File: config.mk
export PLATFORM = sky130hd
export DESIGN_NAME = mod_dec_shifter
export DESIGN_NICKNAME = d
export VERILOG_FILES = /design/src/rtl/aes_pkg.sv /design/src/rtl/mod_skid_buf2.sv /design/src/rtl/mod_dec_shifter.sv
export SDC_FILE = /design/constraint.sdc
export NUM_CORES = 1
export LEC_CHECK = 0
export BUFFER_PORTS_ARGS = -buffer_cell sky130_fd_sc_hd__buf_2
export CELL_PAD_IN_SITES_DETAIL_PLACEMENT = 1
export CELL_PAD_IN_SITES_GLOBAL_PLACEMENT = 1
export CORE_UTILIZATION = 45
export DETAILED_ROUTE_END_ITERATION = 6
export PLACE_DENSITY_LB_ADDON = 0.1
export SYNTH_ARGS = -nofsm -noshare
export SYNTH_HDL_FRONTEND = slang
export SYNTH_SLANG_ARGS = --single-unit
File: constraint.sdc
create_clock -name clk -period 4.14 [get_ports clk]
set_input_delay 0.621 -clock clk [delete_from_list [all_inputs] [get_ports clk]]
set_output_delay 0.621 -clock clk [all_outputs]
set_load 0.02 [all_outputs]
File: src/rtl/aes_pkg.sv
// aes_pkg: AES state type, column count and the ShiftRows / InvShiftRows byte permutations
package aes_pkg;
  localparam int AES_NB = 4;
  typedef logic [15:0][7:0] aes_state_t;
  function automatic aes_state_t inv_shift_rows(aes_state_t p);
    aes_state_t o;
    for (int r = 0; r < AES_NB; r++)
      for (int c = 0; c < AES_NB; c++)
        o[AES_NB*r+c] = p[AES_NB*r+(c-r+AES_NB)%AES_NB];
    return o;
  endfunction
  function automatic aes_state_t shift_rows(aes_state_t p);
    aes_state_t o;
    for (int r = 0; r < AES_NB; r++)
      for (int c = 0; c < AES_NB; c++)
        o[AES_NB*r+c] = p[AES_NB*r+(c+r)%AES_NB];
    return o;
  endfunction
endpackage

File: src/rtl/mod_skid_buf2.sv
// mod_skid_buf2: 2-entry valid/ready FIFO (clk, rst, in_valid/in_ready/din -> out_valid/out_ready/dout), registered in_ready
module mod_skid_buf2 #(
  parameter int W = 129
) (
  input  logic         clk,
  input  logic         rst,
  input  logic         in_valid,
  output logic         in_ready,
  input  logic [W-1:0] din,
  output logic         out_valid,
  input  logic         out_ready,
  output logic [W-1:0] dout
);
  logic [1:0] cnt, cnt_n;
  logic [W-1:0] h, t;
  logic push, pop;
  assign push = in_valid & in_ready;
  assign pop = out_valid & out_ready;
  assign cnt_n = cnt + 2'(push) - 2'(pop);
  assign out_valid = cnt != 2'd0;
  assign dout = h;
  always_ff @(posedge clk) begin
    if (rst) begin
      cnt <= '0;
      h <= '0;
      t <= '0;
      in_ready <= 1'b0;
    end else begin
      cnt <= cnt_n;
      in_ready <= cnt_n < 2'd2;
      if (push && cnt_n == 2'd1) h <= din;
      else if (pop && cnt == 2'd2) h <= t;
      if (push && cnt_n == 2'd2) t <= din;
    end
  end
endmodule

File: src/rtl/mod_dec_shifter.sv
// mod_dec_shifter: registered InvShiftRows stage (p00/in_bypass in via in_valid/in_ready, o00 out via out_valid/out_ready, blk_cnt delivered count)
module mod_dec_shifter
  import aes_pkg::*;
#(
  parameter int CNT_W = 16,
  parameter int DEPTH = 2
) (
  input  logic              clk,
  input  logic              rst,
  input  logic              in_valid,
  output logic              in_ready,
  input  logic [15:0][7:0]  p00,
  input  logic              in_bypass,
  output logic              out_valid,
  input  logic              out_ready,
  output logic [15:0][7:0]  o00,
  output logic [CNT_W-1:0]  blk_cnt
);
  if (DEPTH != 2) begin : g_depth
    $error("mod_dec_shifter: only DEPTH=2 is supported");
  end
  aes_state_t din;
  logic [128:0] dout;
  logic unused_byp;
  assign din = in_bypass ? p00 : inv_shift_rows(p00);
  assign {o00, unused_byp} = dout;
  mod_skid_buf2 #(.W(129)) u_buf (
    .clk(clk),
    .rst(rst),
    .in_valid(in_valid),
    .in_ready(in_ready),
    .din({din, in_bypass}),
    .out_valid(out_valid),
    .out_ready(out_ready),
    .dout(dout)
  );
  always_ff @(posedge clk) begin
    if (rst) blk_cnt <= '0;
    else if (out_valid && out_ready) blk_cnt <= blk_cnt + 1'b1;
  end
endmodule

======== Yosys cells after proc, flatten, opt, wreduce, memory -nomap -nowiden ========
Index checks and enable logic that the tools add are counted.
word-level totals
  bits in registers ....................... 277
  bits in latches ......................... 0
  RAM bits ................................ 0
  ROM bits ................................ 0
  input bits .............................. 133
  word-level logic and storage cells ...... 23
  memories ................................ 0
operators by class
  $add $sub $neg .......................... 3
  $mul .................................... 0
  divide/modulo/power cells ............... 0
  $lt $le $gt $ge ......................... 1
  eq/ne operators ......................... 3
  shift-type cells ........................ 0
  muxes and demuxes ....................... 3
  bitwise gates (word level) .............. 2
  reduce and logical (&&, ||, !) cells .... 6
operators by type and width
  kind                     count
  $mux W129                2
  $mux W128                1
  $add A16 B1 Y16 const B  1
  $eq A2 B2 Y1 const B     2
  $logic_and A1 B1 Y1      4
  $reduce_bool A2 Y1       2
  $add A2 B1 Y2            1
  $and A1 B1 Y1            2
  $eq A2 B1 Y1 const B     1
  $lt A2 B2 Y1 const B     1
  $sub A2 B1 Y2            1

======== Longest topological paths before layout ========
Gate-level depths: netlist of the first run.
  depth after elaboration ................. 6
  mapped depth ............................ 11
  depth with buffers taken out ............ 8

======== By module ========
A second synthesis of the first run with hierarchy kept.
unflattened totals
  cell total of the unflattened synthesis .. 1494
  area, all modules ....................... 14020.9 um2
by module, submodules not included
  module           instances  cells each  area an instance (um2)
  mod_skid_buf2    1          1306        12171.7
  mod_dec_shifter  1          188         1849.3

======== Worst setup path before layout of the first run ========
OpenSTA, ideal clock, no wires.
  path kind ............................... input to register
  start point ............................. input port out_ready
  end point ............................... register u_buf.h[100] (netlist: u_buf.dout[100])
  data arrival time ....................... 2431 ps
  slack ................................... 1644 ps
  cell stages on the path ................. 10
  buffers on the path ..................... 2
  path through ............................ o21a_1 > ha_1 > inv_1 > ha_1 > xnor3_1 > nand3_2 > buf_2 > buf_4 > mux2_2 > nor2_1
on the way
  word-level cells in the longest chain between the ends .. 5
ends and longest elaborated chain
  what                                             RTL line               text
  from (decl)                                      mod_dec_shifter.sv:15  input logic out_ready,
  $and A1 B1 Y1 (*)                                mod_skid_buf2.sv:18    assign pop = out_valid & out_ready;
  $sub A2 B1 Y2                                    mod_skid_buf2.sv:19    assign cnt_n = cnt + 2'(push) - 2'(pop);
  $eq A2 B1 Y1                                     mod_skid_buf2.sv:31    if (push && cnt_n == 2'd1) h <= din;
  $logic_and A1 B1 Y1                              mod_skid_buf2.sv:31
  $mux W129 or $reduce_bool A2 Y1 (tied branches)  -
  to (signal assigned)                             mod_skid_buf2.sv:31
  to (signal assigned)                             mod_skid_buf2.sv:32    else if (pop && cnt == 2'd2) h <= t;
  to (decl)                                        mod_skid_buf2.sv:15    logic [W-1:0] h, t;
Mark *: on every way between the ends. The rest lies on a longest branch, timed or not.
A chain may end at the register's enable or synchronous reset.

======== Final worst setup path of the first run ========
  start point ............................. register u_buf.cnt[1]
  end point ............................... register u_buf.t[18]
on the way
  word-level cells in the longest chain between the ends .. 5
ends and longest elaborated chain
  what                    RTL line             text
  from (decl)             mod_skid_buf2.sv:14  logic [1:0] cnt, cnt_n;
  from (signal assigned)  mod_skid_buf2.sv:29  cnt <= cnt_n;
  $reduce_bool A2 Y1      mod_skid_buf2.sv:20  assign out_valid = cnt != 2'd0;
  $and A1 B1 Y1           mod_skid_buf2.sv:18
  via u_buf.pop           mod_skid_buf2.sv:16  logic push, pop;
  $sub A2 B1 Y2           mod_skid_buf2.sv:19
  $eq A2 B2 Y1            mod_skid_buf2.sv:33  if (push && cnt_n == 2'd2) t <= din;
  $logic_and A1 B1 Y1     mod_skid_buf2.sv:33
  to (signal assigned)    mod_skid_buf2.sv:33
  to (decl)               mod_skid_buf2.sv:15
The timed path passes the listed nets, and every way through them passes these cells.

==> results.py, run 1 <==
metrics = {
    "cts": {
        "ctsHtreeMaxLevel": 1,
        "path_clk_slew_ps": 60,
        "cts_buffers": 30,
        "postCtsSetupBuffers": 0,
        "cts_tree": "built",
        "cts.sinks": 275,
        "ctsRootBufferMaster": "clkbuf_16",
        "holdBufCountCts": 0,
        "cts_buffer_depth": 3,
        "cts_resized": 0,
        "worstSkewPairLatency_ps": 550,
    },
    "synthesis": {
        "synth_top_area_cell": "dfxtp_1",
        "yosys_warnings": 0,
        "synth-seq-cells": 275,
        "ys_top_cells_by_area": "dfxtp_1 (45%), mux2i_1 (19%), mux2_2 (8.9%)",
        "avgSynthCellArea_um2": 10.2,
        "synth_nets": 1346,
        "ys_seq_area_share_pct": 44.7,
        "synth_ff_type": "dfxtp_1",
        "yosysUniqueCellTypes": 35,
        "synth_edf_count": 0,
        "synth_top_area_share_pct": 44.7,
        "postSynthCellCount": 1210,
        "async_reset_ff_share_pct": 0,
        "syn-cell-area_mm2": 0.0123,
    },
    "timing": {
        "fmax_ghz": 0.342,
        "finalHoldViolCount": 0,
        "worst_hold_slack_ps": 326,
        "skew_ps": 14.4,
        "min_period_ps": 2920,
        "fin_tns_setup_ps": 0,
        "min_period_over_period_pct": 70.6,
        "tightest_slew_ps": 979,
        "maxSlewViolCount": 0,
        "rsz0062_at_grt": "no",
        "setup_ws_ps": 1220,
        "finalSetupViolations": 0,
        "slew_headroom_pct": 34.7,
    },
    "floorplan": {
        "die_w_um": 167,
        "io_pins": 279,
        "initial_core_util_pct": 45.8,
        "die_area_mm2": 0.0280,
        "core_area_mm2": 0.0269,
        "die_y_um": 167,
        "rows": 60,
    },
    "global_routing": {
        "antenna_found_initial": 11,
        "grt_pass1_vias": 9762,
        "grt_overflow": 0,
        "grt_pass1_wl_mm": 51.8,
        "grt_max_degree": 155,
        "grt_usage_pct": 22.7,
    },
    "worst_setup_path": {
        "crit_path_max_fanout": 154,
        "worstSetupEndpointType": "flop",
        "path_class": "reg2reg",
        "cp_data_required_time_ps": 4530,
        "cp-start-kind": "flop",
        "critPathArrivalTime_ps": 3320,
    },
    "finish": {
        "synthToLayoutAreaGrowth_pct": 20.9,
        "ff_latch_area_mm2": 0.00551,
        "nNetsFinal": 1569,
        "num-fill-cells": 3027,
        "multiInputGateArea_mm2": 0.00631,
        "layout-drive-gt1-share_pct": 34.2,
        "final_cell_count_no_fill": 1806,
    },
    "detailed_routing": {
        "wl_per_cell_um": 17.9,
        "drt-pass1-iter-count": 4,
        "drt_iter0_markers": 340,
        "viasPerCell": 5.31,
        "drc": 0,
        "vias": 9594,
        "wl_mm": 32.4,
        "antenna_left": 0,
    },
    "run": {
        "max-cap-violations": 0,
    },
    "place": {
        "dp_cells": 1742,
        "dpl_worst_slack_ps": 902,
        "routabilityCongestion": 0.792,
        "dp_hpwl_mm": 21.6,
        "port_buffers": 278,
    },
    "power": {
        "power_density_mw_per_mm2": 579,
        "ir_drop_uv": 339,
        "fin_total_pwr_uw": 8620,
        "power_leakage_uw": 0.00674,
    },
    "worst_hold_path": {
        "hold_path.class": "in2reg",
    },
    "run_status": {
        "status": "finished clean",
    },
}
-- cells in the mapped netlist (all sizes together) (2+ instances only) --
cell type	count
dfxtp	275
nor2	253
mux2i	238
a211oi	128
mux2	97
buf	59
clkbuf	41
nand2	26
a21oi	22
or2	20
xnor2	9
nor3	6
inv	4
nand3	4
nand4	4
ha	3
nor2b	3
nor4	3
nand3b	2
o21ai	2
xor2	2
-- power breakdown --
group,internal (uW),switching (uW),total [uW]
clock network,1590,1050,2640
logic,1140,1510,2660
registers,3090,234,3320
-- worst max-delay path, cell delays in order, from the launching register on --
cell     delay, ps
dfxtp_1        430
o21a_1         260
ha_1           270
inv_1           60
ha_1           140
xnor3_1        330
nor3b_4        270
buf_12         530
mux2i_1        260
nor2_1          60
-- layout by cell type (no fill, tap or decap), types with 4 or more instances in the layout --
| cell | synthesis | layout |
|---|---|---|
| buf_2 | 42 | 276 |
| dfxtp_1 | 275 | 275 |
| nor2_1 | 253 | 253 |
| mux2i_1 | 238 | 238 |
| mux2_2 | 97 | 97 |
| a211oi_1 | 86 | 86 |
| a211oi_2 | 42 | 42 |
| clkbuf_16 | 0 | 31 |
| nand2_1 | 26 | 26 |
| a21oi_1 | 22 | 22 |
| or2_2 | 20 | 20 |
| diode_2 | 0 | 9 |
| xnor2_1 | 9 | 9 |
| clkbuf_1 | 41 | 9 |
| clkbuf_8 | 0 | 9 |
| buf_12 | 0 | 9 |
| nor3_1 | 6 | 6 |
| buf_4 | 10 | 5 |
| inv_1 | 4 | 4 |
| nand4_1 | 4 | 4 |
| clkinv_2 | 0 | 4 |
-- flip-flops by register name (all words and copies together), names as in the netlist --
| signal | flops |
|---|---|
| u_buf.dout | 128 |
| blk_cnt | 16 |
| u_buf.t | 128 |
| u_buf.cnt | 2 |
| u_buf.in_ready | 1 |
-- path summary, 6_finish.rpt --
check          startpoint     endpoint  slack [ps]  cells after the start
min               p00[13]  u_buf.t[14]         330                      3
max reg2reg  u_buf.cnt[1]  u_buf.t[18]        1220                      9
min reg2reg   u_buf.t[20]  u_buf.t[20]         490                      2
max          u_buf.cnt[1]  u_buf.t[18]        1220                      9
-- routing by layer --
metal / routed length (um) / global-route usage (%) / vias up
li1: - / - / 4736
met1: 14600 / 29.1 / 4588
met2: 14700 / 37.3 / 217
met3: 2170 / 6.26 / 51
met4: 867 / 6.54 / 2
met5: 13 / 0 / -
-- logic make-up (layout without fill, tap and decap cells) --
group           after synthesis  after routing  synth area share, %
fa+ha+maj                     3              3                0.305
buf+inv                     104            350                 4.15
mux                         335            335                 28.2
xor+xnor                     12             12                0.966
flops                       275            275                 44.7
simple gates                326            326                 11.0
other cells                   0              9                    0
compound gates              155            155                 10.7
-- through the flow --
stage	util, %	cell area, um^2
global route	55.3	14900
global placement	51.6	13900
detailed placement	51.6	13900
CTS	55.3	14900
floorplan	-	12300
finish	55.4	14900
-- cell type report --
cell class                 instances  share of cell area, %
antenna                            9                  0.151
clock inverter                     6                  0.395
sequential                       275                   37.0
inverter                           4                  0.101
tap                              341                   2.87
multi-input combinational        831                   42.4
timing repair buffer             291                   10.8
clock buffer                      49                   6.27
No activity file was read; power rests on OpenSTA's default activity.
==> run 2: changes to the inputs <==
Settings changed: CORE_UTILIZATION 45 to 38.
Clock period 4.14 ns to 2.38 ns, I/O delays scaled along.
==> run 2 against run 1 <==
Compared with the run above:
- fmax up 19%
- clock power up 76%
- clock skew down 0.64 ps
- the flow now finishes with violations (setup timing)
- worst hold slack worse by 280 ps
- final area up 11%
- global-route usage down 2.1 points
- register-to-register slack worse by 1300 ps
==> results.py, run 2 (synthesized netlist as in run 1, its figures left out) <==
metrics = {
    "power": {
        "ir_drop_uv": 569,
        "fin_total_pwr_uw": 16700,
        "power_density_mw_per_mm2": 1010,
        "power_leakage_uw": 0.00755,
    },
    "worst_hold_path": {
        "whs_path_depth": 3,
        "hold_path.class": "in2reg",
        "hold_start": "p00[30]",
        "min_to": "u_buf.t[31]",
    },
    "finish": {
        "ff_latch_area_mm2": 0.00551,
        "final_cell_mix": "buf_2 (276), dfxtp_1 (274), mux2i_1 (238)",
        "synthToLayoutAreaGrowth_pct": 34.3,
        "layout-drive-gt1-share_pct": 41.5,
        "multiInputGateArea_mm2": 0.00656,
        "final_cell_count_no_fill": 1954,
        "num-fill-cells": 3524,
        "nNetsFinal": 1662,
        "final_common_cell": "buf_2",
    },
    "detailed_routing": {
        "drt_iter0_markers": 308,
        "wl_mm": 38.6,
        "wl_per_cell_um": 19.8,
        "viasPerCell": 5.16,
        "drc": 0,
        "drt-pass1-iter-count": 4,
        "antenna_left": 0,
        "vias": 10100,
    },
    "timing": {
        "finalSetupViolations": 58,
        "rsz0062_at_grt": "yes",
        "tightest_slew_ps": 665,
        "skew_ps": 13.8,
        "fin_tns_setup_ps": -1370,
        "finalHoldViolCount": 0,
        "min_period_over_period_pct": 103,
        "slew_headroom_pct": 55.7,
        "maxSlewViolCount": 0,
        "setup_ws_ps": -71.0,
        "min_period_ps": 2450,
        "worst_hold_slack_ps": 42.7,
        "fmax_ghz": 0.408,
    },
    "cts": {
        "cts.sinks": 275,
        "cts_tree": "built",
        "ctsHtreeMaxLevel": 1,
        "cts_buffer_depth": 3,
        "path_clk_slew_ps": 60,
        "ctsRootBufferMaster": "clkbuf_16",
        "cts_buffers": 31,
        "worstSkewPairLatency_ps": 570,
    },
    "global_routing": {
        "grt_overflow": 0,
        "grt_usage_pct": 20.6,
        "antenna_found_initial": 10,
        "grt_max_degree": 84,
        "grt_pass1_wl_mm": 55.1,
        "grt_pass1_vias": 10000,
    },
    "run_status": {
        "status": "finished with violations",
        "violations": "setup timing",
    },
    "floorplan": {
        "initial_core_util_pct": 38.8,
        "io_pins": 279,
        "die_w_um": 182,
        "die_area_mm2": 0.0331,
        "die_y_um": 182,
        "rows": 65,
        "core_area_mm2": 0.0317,
    },
    "worst_setup_path": {
        "cp_data_required_time_ps": 2880,
        "r2r_slack_ps": -70,
        "cp-start-kind": "flop",
        "critPathArrivalTime_ps": 2950,
        "rr_endpoint": "u_buf.dout[91]",
        "rr_startpoint": "u_buf.cnt[0]",
        "cpMaxStageDelayCell": "mux2_2",
        "rr_worst_depth": 11,
        "critPathMostFrequentCell": "buf_4",
        "cp.buffers_inverters": 4,
        "worstSetupEndpointType": "flop",
        "crit_path_max_fanout": 8,
        "cp_top_family": "buffers and inverters",
        "path_class": "reg2reg",
        "slowest_delay_ps": 340,
        "path_cells": "o21a_1 -> ha_1 -> inv_2 -> ha_4 -> xnor3_2 -> buf_4 -> nand3_4 -> buf_4 -> clkbuf_16 -> mux2_2 -> nor2_1",
    },
    "place": {
        "dp_cells": 1843,
        "routabilityCongestion": 0.745,
        "port_buffers": 278,
        "dp_hpwl_mm": 24.4,
    },
    "run": {
        "max-cap-violations": 0,
    },
}
run 2: changes by cell type in the layout (fill, tap and decap cells not counted), sizes merged:
cell | before | now
buf | 291 | 365
clkbuf | 49 | 69
diode | 9 | 2
bufinv | 1 | 0
inv | 4 | 5
run 2: where the power goes:
group,switching (uW),internal (uW),total (uW)
clock network,1940,2710,4650
logic,3170,3050,6210
registers,423,5370,5790
total,5530,11100,16700
run 2: layout make-up:
class	instances	area share [%]
Inverter	4	0.0908
Clock inverter	6	0.272
Clock buffer	51	5.75
Sequential cell	275	33.3
Antenna cell	2	0.0303
Multi-Input combinational cell	831	39.7
Timing Repair Buffer	383	17.8
Tap cell	402	3.04
run 2: how the worst max path moves through the flow:
stage	from	to	slack, ps	cells after the start
after floorplan	u_buf.cnt[1]	u_buf.dout[100]	90	10
after global placement	out_ready	u_buf.t[30]	-100	11
after detailed placement	out_ready	u_buf.t[47]	-170	11
after CTS	u_buf.cnt[1]	u_buf.t[1]	-30	10
after global routing	u_buf.cnt[0]	u_buf.dout[91]	-150	11
final	u_buf.cnt[0]	u_buf.dout[91]	-70	11
run 2: layer usage:
layer | track usage (%) | part of all wire [%] | up-vias
met3 | 6.22 | 6.5 | 52
met5 | 0 | 0.20 | -
met4 | 4.07 | 1.5 | 12
met2 | 34.2 | 47 | 225
li1 | - | - | 4901
met1 | 26.6 | 45 | 4902
run 2: through the flow:
step           worst slack [ps]  area [um^2]  util, %
2_1_floorplan              87.7        12300        -
3_3_place_gp              -98.8        14400     45.5
3_5_place_dp               -170        14400     45.5
4_1_cts                   -30.0        15400     48.7
5_1_grt                    -154        16500     52.1
6_report                  -71.0        16500     52.1
run 2: repair_timing:
action	4_1_cts	5_1_grt
hold buffers	0	0
setup endpoints to repair	97	215
gates resized for setup	5	79
buffers inserted	0	26
cloned	0	26
pin swaps	2	19
run 2: worst min-delay path: stages:
cell and delay, ps:
buf_2 90, mux2i_1 60, nor2_1 70
